==> src/rtl/serial_packer_pkg.sv <==
// Shared types and constants for the serial byte packer.
package serial_packer_pkg;

  typedef enum logic [1:0] {
    StIdle,
    StCollect,
    StDrain,
    StDone
  } state_e;

  typedef logic [1:0]  lane_t;
  typedef logic [31:0] word_t;

  localparam int unsigned BYTES_PER_WORD = 4;

endpackage

==> src/rtl/sync_fifo.sv <==
// First-word-fall-through synchronous FIFO with full/empty/count and a
// synchronous flush. DEPTH must be a power of two, >= 2.
module sync_fifo #(
  parameter int unsigned WIDTH = 32,
  parameter int unsigned DEPTH = 8
) (
  input  logic                     clk_i,
  input  logic                     rst_i,
  input  logic                     flush_i,
  input  logic                     push_i,
  input  logic [WIDTH-1:0]         wdata_i,
  input  logic                     pop_i,
  output logic [WIDTH-1:0]         rdata_o,
  output logic                     full_o,
  output logic                     empty_o,
  output logic [$clog2(DEPTH):0]   count_o
);

  localparam int unsigned AddrW = $clog2(DEPTH);
  localparam logic [AddrW:0] DepthCnt = (AddrW + 1)'(DEPTH);

  logic [WIDTH-1:0] mem_q [DEPTH];
  logic [AddrW-1:0] wr_ptr_q, rd_ptr_q;
  logic [AddrW:0]   count_q;
  logic             do_push, do_pop;

  // A push into a full FIFO is only legal when a pop frees a slot on the same edge.
  always_comb begin
    do_pop  = pop_i && (count_q != '0);
    do_push = push_i && ((count_q != DepthCnt) || do_pop);
  end

  // Pointer and occupancy state; flush empties the FIFO like a reset.
  always_ff @(posedge clk_i) begin
    if (rst_i || flush_i) begin
      wr_ptr_q <= '0;
      rd_ptr_q <= '0;
      count_q  <= '0;
    end else begin
      if (do_push) wr_ptr_q <= wr_ptr_q + 1'b1;
      if (do_pop)  rd_ptr_q <= rd_ptr_q + 1'b1;
      case ({do_push, do_pop})
        2'b10:   count_q <= count_q + 1'b1;
        2'b01:   count_q <= count_q - 1'b1;
        default: count_q <= count_q;
      endcase
    end
  end

  // Storage array; contents are don't-care until written.
  always_ff @(posedge clk_i) begin
    if (do_push) mem_q[wr_ptr_q] <= wdata_i;
  end

  // Head word is forced to zero while empty so the output is clean after reset.
  always_comb begin
    empty_o = (count_q == '0);
    full_o  = (count_q == DepthCnt);
    count_o = count_q;
    rdata_o = empty_o ? '0 : mem_q[rd_ptr_q];
  end

endmodule

==> src/rtl/serial_byte_packer.sv <==
// Re-packs the serializer's byte stream (byte, valid, lane) into 32-bit
// little-endian words buffered in a FWFT FIFO, framed by a programmable
// word count. Optional statistics counters are built only when
// SERIAL_BYTE_PACKER_STATS_EN is defined; otherwise o_bytes_seen and
// o_err_count are tied to zero.
module serial_byte_packer
  import serial_packer_pkg::*;
#(
  parameter int unsigned FIFO_DEPTH = 8,
  parameter int unsigned LEN_W      = 6
) (
  input  logic             SLOW_CLK,
  input  logic             SLOW_RESET,
  input  logic             i_start,
  input  logic [LEN_W-1:0] i_RCC_BUFFER_LENGTH,
  input  logic [7:0]       i_serialized_output,
  input  logic             i_serialized_output_valid,
  input  logic [1:0]       i_Serialize_Counter,
  output logic [31:0]      o_word,
  output logic             o_word_valid,
  input  logic             i_word_ready,
  output logic             o_frame_done,
  output logic             o_lane_error,
  output logic             o_overflow,
  output logic [LEN_W:0]   o_words_packed,
  output logic [15:0]      o_bytes_seen,
  output logic [7:0]       o_err_count
);

  localparam int unsigned CntW = $clog2(FIFO_DEPTH) + 1;
  localparam lane_t LastLane = lane_t'(BYTES_PER_WORD - 1);

  state_e           state_q, state_d;
  logic [LEN_W:0]   len_q, len_d;
  logic [LEN_W:0]   words_q, words_d;
  lane_t            exp_lane_q, exp_lane_d;
  logic             resync_q, resync_d;
  logic [23:0]      partial_q, partial_d;
  logic             lane_err_q, lane_err_d;
  logic             ovf_q, ovf_d;

  logic             lane_err_evt, drop_evt, word_done;
  logic             fifo_push, fifo_pop, fifo_flush;
  logic             fifo_full, fifo_empty;
  logic [CntW-1:0]  fifo_count;
  word_t            fifo_wdata;
  lane_t            lane;

  assign lane = lane_t'(i_Serialize_Counter);

  sync_fifo #(
    .WIDTH (32),
    .DEPTH (FIFO_DEPTH)
  ) u_fifo (
    .clk_i   (SLOW_CLK),
    .rst_i   (SLOW_RESET),
    .flush_i (fifo_flush),
    .push_i  (fifo_push),
    .wdata_i (fifo_wdata),
    .pop_i   (fifo_pop),
    .rdata_o (o_word),
    .full_o  (fifo_full),
    .empty_o (fifo_empty),
    .count_o (fifo_count)
  );

  // Frame FSM plus byte assembler: next-state, FIFO push/flush and flag updates.
  always_comb begin
    state_d      = state_q;
    len_d        = len_q;
    words_d      = words_q;
    exp_lane_d   = exp_lane_q;
    resync_d     = resync_q;
    partial_d    = partial_q;
    lane_err_evt = 1'b0;
    drop_evt     = 1'b0;
    word_done    = 1'b0;
    fifo_push    = 1'b0;
    fifo_flush   = 1'b0;
    fifo_pop     = !fifo_empty && i_word_ready;
    fifo_wdata   = {i_serialized_output, partial_q};

    if (i_start) begin
      // Start or abort: everything frame-scoped is cleared, bytes this cycle ignored.
      state_d    = StCollect;
      len_d      = (i_RCC_BUFFER_LENGTH == '0) ? {1'b1, {LEN_W{1'b0}}}
                                               : {1'b0, i_RCC_BUFFER_LENGTH};
      words_d    = '0;
      exp_lane_d = '0;
      resync_d   = 1'b0;
      partial_d  = '0;
      fifo_flush = 1'b1;
    end else begin
      unique case (state_q)
        StIdle: begin
        end
        StCollect: begin
          if (i_serialized_output_valid) begin
            if (resync_q && (lane != '0)) begin
              // Still hunting for a lane-0 byte after a sequence error.
            end else if (lane == exp_lane_q) begin
              resync_d   = 1'b0;
              exp_lane_d = exp_lane_q + 1'b1;
              case (lane)
                2'd0:    partial_d[7:0]   = i_serialized_output;
                2'd1:    partial_d[15:8]  = i_serialized_output;
                2'd2:    partial_d[23:16] = i_serialized_output;
                default: word_done        = 1'b1;
              endcase
            end else begin
              lane_err_evt = 1'b1;
              partial_d    = '0;
              if (lane == '0) begin
                partial_d[7:0] = i_serialized_output;
                exp_lane_d     = 2'd1;
                resync_d       = 1'b0;
              end else begin
                exp_lane_d = '0;
                resync_d   = 1'b1;
              end
            end
          end

          if (word_done) begin
            partial_d = '0;
            words_d   = words_q + 1'b1;
            if (!fifo_full || fifo_pop) begin
              fifo_push = 1'b1;
            end else begin
              drop_evt = 1'b1;
            end
            if (words_d == len_q) state_d = StDrain;
          end
        end
        StDrain: begin
          if (fifo_count == '0) state_d = StDone;
        end
        StDone: begin
          state_d = StIdle;
        end
        default: state_d = StIdle;
      endcase
    end

    lane_err_d = i_start ? 1'b0 : (lane_err_q | lane_err_evt);
    ovf_d      = i_start ? 1'b0 : (ovf_q | drop_evt);
  end

  // State and frame registers.
  always_ff @(posedge SLOW_CLK) begin
    if (SLOW_RESET) begin
      state_q    <= StIdle;
      len_q      <= '0;
      words_q    <= '0;
      exp_lane_q <= '0;
      resync_q   <= 1'b0;
      partial_q  <= '0;
      lane_err_q <= 1'b0;
      ovf_q      <= 1'b0;
    end else begin
      state_q    <= state_d;
      len_q      <= len_d;
      words_q    <= words_d;
      exp_lane_q <= exp_lane_d;
      resync_q   <= resync_d;
      partial_q  <= partial_d;
      lane_err_q <= lane_err_d;
      ovf_q      <= ovf_d;
    end
  end

  // Frame status outputs.
  always_comb begin
    o_word_valid   = !fifo_empty;
    o_frame_done   = (state_q == StDone);
    o_lane_error   = lane_err_q;
    o_overflow     = ovf_q;
    o_words_packed = words_q;
  end

`ifdef SERIAL_BYTE_PACKER_STATS_EN
  logic [15:0] bytes_seen_q;
  logic [7:0]  err_count_q;

  // Saturating statistics, cleared at every frame start.
  always_ff @(posedge SLOW_CLK) begin
    if (SLOW_RESET || i_start) begin
      bytes_seen_q <= '0;
      err_count_q  <= '0;
    end else begin
      if ((state_q == StCollect) && i_serialized_output_valid && (bytes_seen_q != '1)) begin
        bytes_seen_q <= bytes_seen_q + 1'b1;
      end
      // A lane error and a drop cannot coincide, so at most one step per cycle.
      if ((lane_err_evt || drop_evt) && (err_count_q != '1)) begin
        err_count_q <= err_count_q + 1'b1;
      end
    end
  end

  assign o_bytes_seen = bytes_seen_q;
  assign o_err_count  = err_count_q;
`else
  assign o_bytes_seen = '0;
  assign o_err_count  = '0;
`endif

endmodule

==> config.mk <==
export PLATFORM = sky130hd
export DESIGN_NAME = serial_byte_packer
export DESIGN_NICKNAME = d
export VERILOG_FILES = /design/src/rtl/serial_packer_pkg.sv /design/src/rtl/sync_fifo.sv /design/src/rtl/serial_byte_packer.sv
export SDC_FILE = /design/constraint.sdc
export NUM_CORES = 1
export LEC_CHECK = 0
export ABC_AREA = 1
export BUFFER_PORTS_ARGS = -buffer_cell sky130_fd_sc_hd__buf_2
export CAP_MARGIN = 20
export CORE_MARGIN = 2
export CORE_UTILIZATION = 25
export DETAILED_ROUTE_END_ITERATION = 7
export HOLD_SLACK_MARGIN = 0.12
export SYNTH_ARGS = -nofsm -noshare
export SYNTH_HDL_FRONTEND = slang
export SYNTH_SLANG_ARGS = --single-unit
==> constraint.sdc <==
create_clock -name SLOW_CLK -period 13.9 [get_ports SLOW_CLK]
set_input_delay 2.78 -clock SLOW_CLK [delete_from_list [all_inputs] [get_ports SLOW_CLK]]
set_output_delay 2.78 -clock SLOW_CLK [all_outputs]
set_load 0.01 [all_outputs]
---- After elaboration in Yosys (flattened, before gate mapping) ----
Memories as Yosys holds them, arrays and structs flattened. A register that Yosys moved wholly into a read port is not among the register bits.
Cells that the tools add are included.
W data, S select, Z words.
word-level totals
  bits in registers ....................... 55
  bits in writable memories ............... 256
  output and inout port bits .............. 67
  logic and storage cells ................. 116
  memories ................................ 1
memory list
  memory        depth  width  read ports  clocked after memory_dff  write ports  line             source
  u_fifo.mem_q  8      32     1           1                         1            sync_fifo.sv:22  logic [WIDTH-1:0] mem_q [DEPTH];
cells by class
  add/sub/neg operators ................... 6
  equal/unequal tests ..................... 21
  multiplexer cells ....................... 44
  bitwise gates (word level) .............. 3
  reductions and logical operators ........ 27
operator list
  kind                   count
  $mux W24               4
  $mux W32               1
  $mux W8                4
  $mux W1                26
  $reduce_and A4 Y1      5
  $ne A3 B1 Y1 const B   3
  $ne A3 B3 Y1 const B   3
  $eq A2 B2 Y1 const B   4
  $mux W2                4
  $pmux W4 S2            1
  $reduce_bool A4 Y1     2
  $add A7 B1 Y7 const B  1
  $eq A7 B7 Y1           1
  $mux W7                1
  $add A3 B1 Y3 const B  2
  $eq A2 B1 Y1 const B   3
  $logic_not A6 Y1       1
  $mux W3                2
  $ne A2 B2 Y1 const B   3
  $pmux W2 S3            1
  $reduce_bool A2 Y1     3
  $add A4 B1 Y4 const B  1
  $eq A4 B4 Y1 const B   1
  $logic_and A1 B1 Y1    4
  other kinds (16)       20

---- Logic depth before layout (Yosys ltp) ----
Gate-level depths: netlist (run 1).
  word-level depth ........................ 14
  depth in mapped cells ................... 15
  gate-level depth less buffers ........... 15

---- Hierarchy ----
Synthesis (run 1) repeated with hierarchy kept, for this count alone.
unflattened totals
  cells, all modules ...................... 1155
  area total of the unflattened synthesis .. 13155.1 um^2
by module, submodules not included
  module              instances  cells an instance  area an instance (um^2)  sequential area each (um^2)
  sync_fifo           1          819                10720.3                  7947.6
  serial_byte_packer  1          336                2434.8                   900.9

---- Worst setup path after synthesis (run 1) ----
No wires, ideal clock.
  path kind ............................... input-to-reg
  start ................................... input port i_Serialize_Counter[0]
  end ..................................... memory u_fifo.mem_q[1][0], enable pin
  data arrival time ....................... 5.846 ns
  required time ........................... 13.439 ns
  slack ................................... 7.593 ns
  stages .................................. 11
  buffers on the path ..................... 0
  cell sequence ........................... inv_2 -> nand2_2 -> nand2_4 -> nand2_4 -> nor2_4 -> nand2_1 -> nor2_2 -> nand2_2 -> nor2_2 -> inv_2 -> nor3_1
on the way
  word-level cells in the longest chain between the ends .. 14
RTL lines
  what                                        line                       source
  from (decl)                                 serial_byte_packer.sv:18   input logic [1:0] i_Serialize_Counter,
  $eq A2 B2 Y1, or another cell as far along  serial_byte_packer.sv:104  case (lane)
  $reduce_or A3 Y1 (no source line)           n/a
  $mux W1                                     serial_byte_packer.sv:104
  $mux W1                                     serial_byte_packer.sv:101  end else if (lane == exp_lane_q) begin
  $mux W1 *                                   serial_byte_packer.sv:99   if (resync_q && (lane != '0)) begin
  $mux W1 *                                   serial_byte_packer.sv:98   if (i_serialized_output_valid) begin
  $mux W1 *                                   serial_byte_packer.sv:94   unique case (state_q)
  $mux W1 *                                   serial_byte_packer.sv:83   if (i_start) begin
  $mux W1 *                                   serial_byte_packer.sv:124  if (word_done) begin
  $mux W1 *                                   serial_byte_packer.sv:94
  $mux W1 *                                   serial_byte_packer.sv:83
  $logic_and A1 B1 Y1 *                       sync_fifo.sv:30            do_push = push_i && ((count_q != DepthCnt) || do_pop);
  $mux W1 *                                   sync_fifo.sv:52            if (do_push) mem_q[wr_ptr_q] <= wdata_i;
  $mux W1 (implied by the code) *             sync_fifo.sv:52
  to (decl)                                   sync_fifo.sv:22
Mark *: on every way between the ends. The rest lies on a longest branch, timed or not. The select of a mux whose other input is x is not followed.

==> impl_metrics.env, run 1 <==
export IMPL_status="finished clean"
export IMPL_worst_pin_slew_ps=969
export IMPL_fin_nets=1227
export IMPL_rsz0062_at_grt="false"
export IMPL_gp_congestion=0.764
export IMPL_cts_htree_levels=2
export IMPL_dr_first_iter_drc_count=701
export IMPL_hold_depth=2
export IMPL_setup_viol=0
export IMPL_routed_via_density=4.55
export IMPL_cts_resized=0
export IMPL_cp_top_family="buffers and inverters"
export IMPL_firstDrtPassIters=7
export IMPL_ios=88
export IMPL_cts_setup_buffers=0
export IMPL_pre_cts_slack_ps=7900
export IMPL_worst_path_max_fanout=68
export IMPL_netlist_area_leader_share_pct=60.0
export IMPL_via_count=8613
export IMPL_worstPathRequired_ps=11120
export IMPL_skew_ps=12.4
export IMPL_ff2ff_path_depth=11
export IMPL_design_die_area_sq_um=53100
export IMPL_path_buf_inv=3
export IMPL_synth_area_sq_um=12800
export IMPL_clock_tree_root_cell="clkbuf_16"
export IMPL_grt_pass1_wl_mm=46.9
export IMPL_cts_buffer_depth=3
export IMPL_cts_buffers=34
export IMPL_synth_top_area_cell="edfxtp_1"
export IMPL_relSlewSlack_pct=35.4
export IMPL_die_y_um=230
export IMPL_synth_avg_cell_area_sq_um=11.2
export IMPL_start_util_pct=25.4
export IMPL_drc=0
export IMPL_yosys_warnings=0
export IMPL_grt_total_usage_pct=11.3
export IMPL_hold_viol=0
export IMPL_fillers=5086
export IMPL_hpwl_mm=16.9
export IMPL_p_leak_uw=0.00516
export IMPL_crit_chain="inv_2, buf_4, o21ai_0, o22ai_1, o21ai_0, a31oi_1, buf_2"
export IMPL_ys_seq_area_share_pct=69.1
export IMPL_yosys_top_cells_count="edfxtp_1 (256), nor2_1 (254), o21ai_0 (193)"
export IMPL_p_clk_share_pct=44.9
export IMPL_worstSetupPathType="flop to output pin"
export IMPL_period_needed_ps=6440
export IMPL_grt_start_max_net_pins=74
export IMPL_core_sq_um=50400
export IMPL_cts_tree="yes"
export IMPL_rows=82
export IMPL_synth_distinct_cells=36
export IMPL_dieWidth_um=230
export IMPL_cp_end_kind="output pin"
export IMPL_synth_edf_count=256
export IMPL_maxCapViolCount=0
export IMPL_syn_instance_count=1141
export IMPL_cts_clk_slew_worst_paths_ps=60
export IMPL_switching_share_pct=20.4
export IMPL_hold_path_class="flop to flop"
export IMPL_p_per_area_nw_per_um2=129
export IMPL_fin_tns_setup_ps=0
export IMPL_synth_most_common_cell="edfxtp_1"
export IMPL_timing_fmax_mhz=155
export IMPL_routedWlPerCell_um=16.1
export IMPL_setup_slack_ps=7460
export IMPL_worst_ep_arrival_time_ps=3660
export IMPL_critPathMostFrequentCell="o21ai_0"
export IMPL_comb_power_share_pct=1.8
export IMPL_ys_dominant_reg_cell="edfxtp_1"
export IMPL_synth_seq_cells=314
export IMPL_worst_path_stages=7
export IMPL_drtAntennaViolNets=0
export IMPL_port_buffers=63
export IMPL_drt_total_wl_mm=30.5
export IMPL_overflow=0
export IMPL_slowest_stage="inv_2"
export IMPL_max_stage_delay_ps=770
export IMPL_finalMaxSlewViolations=0
export IMPL_clk_latency_ps=520
export IMPL_drive_gt1_share_pct=13.0
export IMPL_grt_pass1_vias=8298
export IMPL_pwr_share_seq_pct=53.2
export IMPL_async_flop_share_pct=0
export IMPL_cts_hold_buf=0
export IMPL_cp_start_kind="flop"
export IMPL_p_sw_uw=390
export IMPL_syn_to_final_growth_pct=15.9
export IMPL_vdd_drop_max_mv=0.0603
export IMPL_power_internal_uw=1520
export IMPL_synth_area_leaders="edfxtp_1 (60%), dfxtp_1 (9.1%), o21ai_0 (7.5%)"
export IMPL_period_share_pct=46.4
export IMPL_antenna_found_initial=2
export IMPL_cts_num_sinks=314
## per-layer routing
metal | track usage (%) | vias up | part of all wire (%)
met5 | 0 | - | 0.043
met3 | 2.08 | 42 | 6.1
met2 | 18.9 | 292 | 48
li1 | - | 4122 | -
met1 | 14.7 | 4155 | 44
met4 | 3.85 | 2 | 2.2
## kinds of logic (layout without fill, tap and decap cells)
family / count (synthesis) / in the layout / synth area share (%)
fa+ha+maj: 11 / 11 / 1.07
flops: 314 / 314 / 69.1
compound gates: 312 / 312 / 13.1
simple gates: 367 / 367 / 11.7
xor+xnor: 5 / 5 / 0.342
other cells: 1 / 25 / 0.0293
buf+inv: 131 / 187 / 4.74
## registers in the layout, indices dropped and copies added, names as in the netlist, 3 cells and up, named ones only
| name | cells |
|---|---|
| partial_q | 24 |
| u_fifo.mem_q | 256 |
| u_fifo.wr_ptr_q | 3 |
| len_q | 7 |
| u_fifo.count_o | 4 |
| o_words_packed | 7 |
| u_fifo.rd_ptr_q | 3 |
## power groups by stage
| stage | clock (uW) | combinational, uW | sequential [uW] |
|---|---|---|---|
| 2_1_floorplan | 0 | 26.1 | 1030 |
| 3_3_place_gp | 0 | 33.6 | 1040 |
| 3_5_place_dp | 0 | 34.5 | 1040 |
| 4_1_cts | 874 | 34.6 | 1020 |
| 5_1_grt | 908 | 39.0 | 1020 |
| 6_report | 858 | 34.7 | 1020 |
## worst min-delay path: stages, from the launching register on
cell and delay (ps):
dfxtp_1 310, inv_1 50, a21oi_1 60
## area by class of cell
| cell class | instances | area (sq um) | area share [%] |
|---|---|---|---|
| Multi-Input combinational cell | 719 | 3480 | 23.5 |
| Clock buffer | 54 | 998 | 6.73 |
| Timing Repair Buffer | 78 | 428 | 2.88 |
| Antenna cell | 1 | 2.50 | 0.0169 |
| Clock inverter | 7 | 57.6 | 0.388 |
| Tap cell | 672 | 841 | 5.66 |
| Sequential cell | 314 | 8850 | 59.6 |
| Inverter | 48 | 180 | 1.21 |
## final timing paths
kind | startpoint | endpoint | slack [ps]
max | flop | o_word[7] | 7460
min | u_fifo.rd_ptr_q[2] | u_fifo.rd_ptr_q[2] | 460
max reg2reg | exp_lane_q[0] | u_fifo.mem_q[1][17] | 11180
min reg2reg | u_fifo.rd_ptr_q[2] | u_fifo.rd_ptr_q[2] | 460
## cell usage in the layout, fill, tap and decap left out, types with 3 or more instances in the layout
master,netlist,final
xor2_1,3,3
inv_2,9,11
edfxtp_1,256,256
nor2_4,3,3
nand2_2,4,4
o21ai_0,193,193
o22ai_1,33,33
o21ai_1,9,9
nand3_1,21,21
a31oi_1,36,36
clkinv_1,2,3
conb_1,1,24
nor2_1,254,253
buf_4,25,15
clkbuf_16,0,36
dfxtp_1,58,56
ha_1,11,11
clkbuf_8,0,3
inv_1,37,37
nand4_1,4,4
buf_2,11,63
nor3_2,0,8
nand2_1,64,64
clkbuf_1,39,15
a21oi_1,36,36
nor2_2,2,3
## stage by stage
| stage | power (uW) | util [%] | cell area [sq um] | cells | hold WS [ps] |
|---|---|---|---|---|---|
| 2_1_floorplan | 1060 | - | 12900 | 1164 | 433 |
| 3_3_place_gp | 1070 | 27.4 | 13800 | 1831 | 444 |
| 3_5_place_dp | 1070 | 27.4 | 13800 | 1831 | 453 |
| 4_1_cts | 1930 | 29.5 | 14800 | 1892 | 461 |
| 5_1_grt | 1960 | 29.5 | 14800 | 1893 | 483 |
| 6_report | 1910 | 29.5 | 14800 | 1893 | 460 |
Note: power is estimated with default switching activity, not from simulation.
==> run 2: changes to the inputs <==
==> constraint.sdc (replaced) <==
create_clock -name SLOW_CLK -period 5.21 [get_ports SLOW_CLK]
set_input_delay 1.042 -clock SLOW_CLK [delete_from_list [all_inputs] [get_ports SLOW_CLK]]
set_output_delay 1.042 -clock SLOW_CLK [all_outputs]
set_load 0.01 [all_outputs]
==> run 2 against run 1 <==
Net effect:
- worst setup slack worse by 6400 ps
- total power grew to 2.5 times the previous value
- sequential share of layout area is 0.40 points higher
- flip-flop and latch count stayed put
- core utilization is 0.20 points lower
- critical endpoint is now o_word[16]
- largest cell class unchanged
==> impl_metrics.env, run 2 (synthesized netlist as in run 1, its figures left out) <==
export IMPL_port_buffers=63
export IMPL_final_common_cell="edfxtp_1"
export IMPL_overflow=0
export IMPL_p_leak_uw=0.00534
export IMPL_reg_top3="u_fifo.mem_q x256, partial_q x24"
export IMPL_layout_common_cells="edfxtp_1 (256), nor2_1 (253), o21ai_0 (193), nand2_1 (64), buf_2 (63)"
export IMPL_hold_path_class="flop to flop"
export IMPL_worstSetupPathType="flop to output pin"
export IMPL_p_sw_uw=971
export IMPL_drtAntennaViolNets=0
export IMPL_fin_util_pct=29.3
export IMPL_cts_clk_slew_worst_paths_ps=60
export IMPL_slowest_stage="buf_4"
export IMPL_largest_register_ffs=256
export IMPL_rows=82
export IMPL_switching_share_pct=20.1
export IMPL_worst_ep_arrival_time_ps=3160
export IMPL_cts_buffers=31
export IMPL_cts_htree_levels=1
export IMPL_gp_congestion=0.758
export IMPL_period_share_pct=80.6
export IMPL_largest_register="u_fifo.mem_q"
export IMPL_cts_buffer_depth=3
export IMPL_cts_hold_buf=0
export IMPL_whs_ps=474
export IMPL_finalMaxSlewViolations=0
export IMPL_cp_end_kind="output pin"
export IMPL_cp_start_kind="flop"
export IMPL_hpwl_mm=17.6
export IMPL_cts_num_sinks=314
export IMPL_power_internal_uw=3870
export IMPL_start_util_pct=25.4
export IMPL_rsz0062_at_grt="false"
export IMPL_drt_total_wl_mm=30.1
export IMPL_antenna_cells=0
export IMPL_ff2ff_path_depth=11
export IMPL_relSlewSlack_pct=30.2
export IMPL_fin_tns_setup_ps=0
export IMPL_cts_setup_buffers=0
export IMPL_grt_pass1_vias=8262
export IMPL_worst_pin_slew_ps=1050
export IMPL_antenna_found_initial=0
export IMPL_routed_via_density=4.53
export IMPL_stdcell_area_sq_um=14700
export IMPL_p_per_area_nw_per_um2=328
export IMPL_via_count=8581
export IMPL_fin_nets=1229
export IMPL_skew_ps=22.1
export IMPL_pwr_share_seq_pct=56.1
export IMPL_multi_input_comb_area_sq_um=3480
export IMPL_clk_latency_ps=550
export IMPL_dr_first_iter_drc_count=683
export IMPL_period_needed_ps=4200
export IMPL_worstPathRequired_ps=4170
export IMPL_ios=88
export IMPL_fillers=5089
export IMPL_grt_pass1_wl_mm=46.9
export IMPL_status="finished clean"
export IMPL_regArea_sq_um=8850
export IMPL_hold_viol=0
export IMPL_hold_depth=2
export IMPL_core_sq_um=50400
export IMPL_maxCapViolCount=0
export IMPL_clock_tree_root_cell="clkbuf_16"
export IMPL_firstDrtPassIters=5
export IMPL_crit_chain="buf_4, buf_4, o21ai_0, o22ai_1, o21ai_0, a31oi_1, buf_2"
export IMPL_routedWlPerCell_um=15.9
export IMPL_max_stage_delay_ps=720
export IMPL_vdd_drop_max_mv=0.261
export IMPL_drive_gt1_share_pct=13.4
export IMPL_cts_resized=0
export IMPL_comb_power_share_pct=1.8
export IMPL_setup_viol=0
export IMPL_placed_area_sq_um=13800
export IMPL_drc=0
export IMPL_p_clk_share_pct=42.1
export IMPL_worst_path_max_fanout=71
export IMPL_timing_fmax_mhz=238
export IMPL_dieWidth_um=230
export IMPL_grt_total_usage_pct=11.1
export IMPL_design_die_area_sq_um=53100
export IMPL_syn_to_final_growth_pct=15.1
export IMPL_die_y_um=230
export IMPL_grt_start_max_net_pins=72
export IMPL_cts_tree="yes"
[run 2: worst max-delay path: cells and delay by family, from the launching register on]
kind,cells,cell delay (ps)
compound gates,4,790
buf+inv,3,1440
flops,1,340
[run 2: power groups by stage]
| stage | clock network, uW | logic, uW | registers, uW |
|---|---|---|---|
| after floorplan | 0 | 69.5 | 2760 |
| after global placement | 0 | 86.9 | 2760 |
| after detailed placement | 0 | 89.3 | 2770 |
| after CTS | 2080 | 89.5 | 2710 |
| after global routing | 2180 | 102 | 2710 |
| final | 2030 | 89.4 | 2710 |
[run 2: stage by stage]
stage / cells / setup slack (ps) / total power (uW)
4_1_cts: 1893 / 1010 / 4880
6_report: 1893 / 1010 / 4840
2_1_floorplan: 1164 / 641 / 2830
5_1_grt: 1893 / 798 / 5000
3_5_place_dp: 1836 / 1610 / 2850
3_3_place_gp: 1836 / 1550 / 2850
[run 2: path summary, 6_finish.rpt]
check / slack, ps / endpoint / start
worst min register to register: 470 / flop / u_fifo.rd_ptr_q[2]
worst max register to register: 2530 / u_fifo.mem_q[1][22] / exp_lane_q[0]
worst max-delay path: 1010 / o_word[16] / flop
worst min-delay path: 470 / flop / u_fifo.rd_ptr_q[2]
[run 2: layer usage]
layer  share of wire, %  vias up  wire [um]  track usage (%)
li1                   -     4117          -                -
met3                4.9       40       1470             1.72
met1                 44     4201      13300             14.5
met4                1.6        0        468             2.66
met2                 49      223      14800             19.4
met5                  0        -          0                0
[run 2: area by class of cell]
| cell class | count | area share [%] |
|---|---|---|
| Tap cell | 672 | 5.70 |
| Multi-Input combinational cell | 719 | 23.6 |
| Sequential cell | 314 | 60.0 |
| Timing Repair Buffer | 83 | 3.16 |
| Inverter | 48 | 1.22 |
| Clock inverter | 10 | 0.382 |
| Clock buffer | 47 | 5.87 |
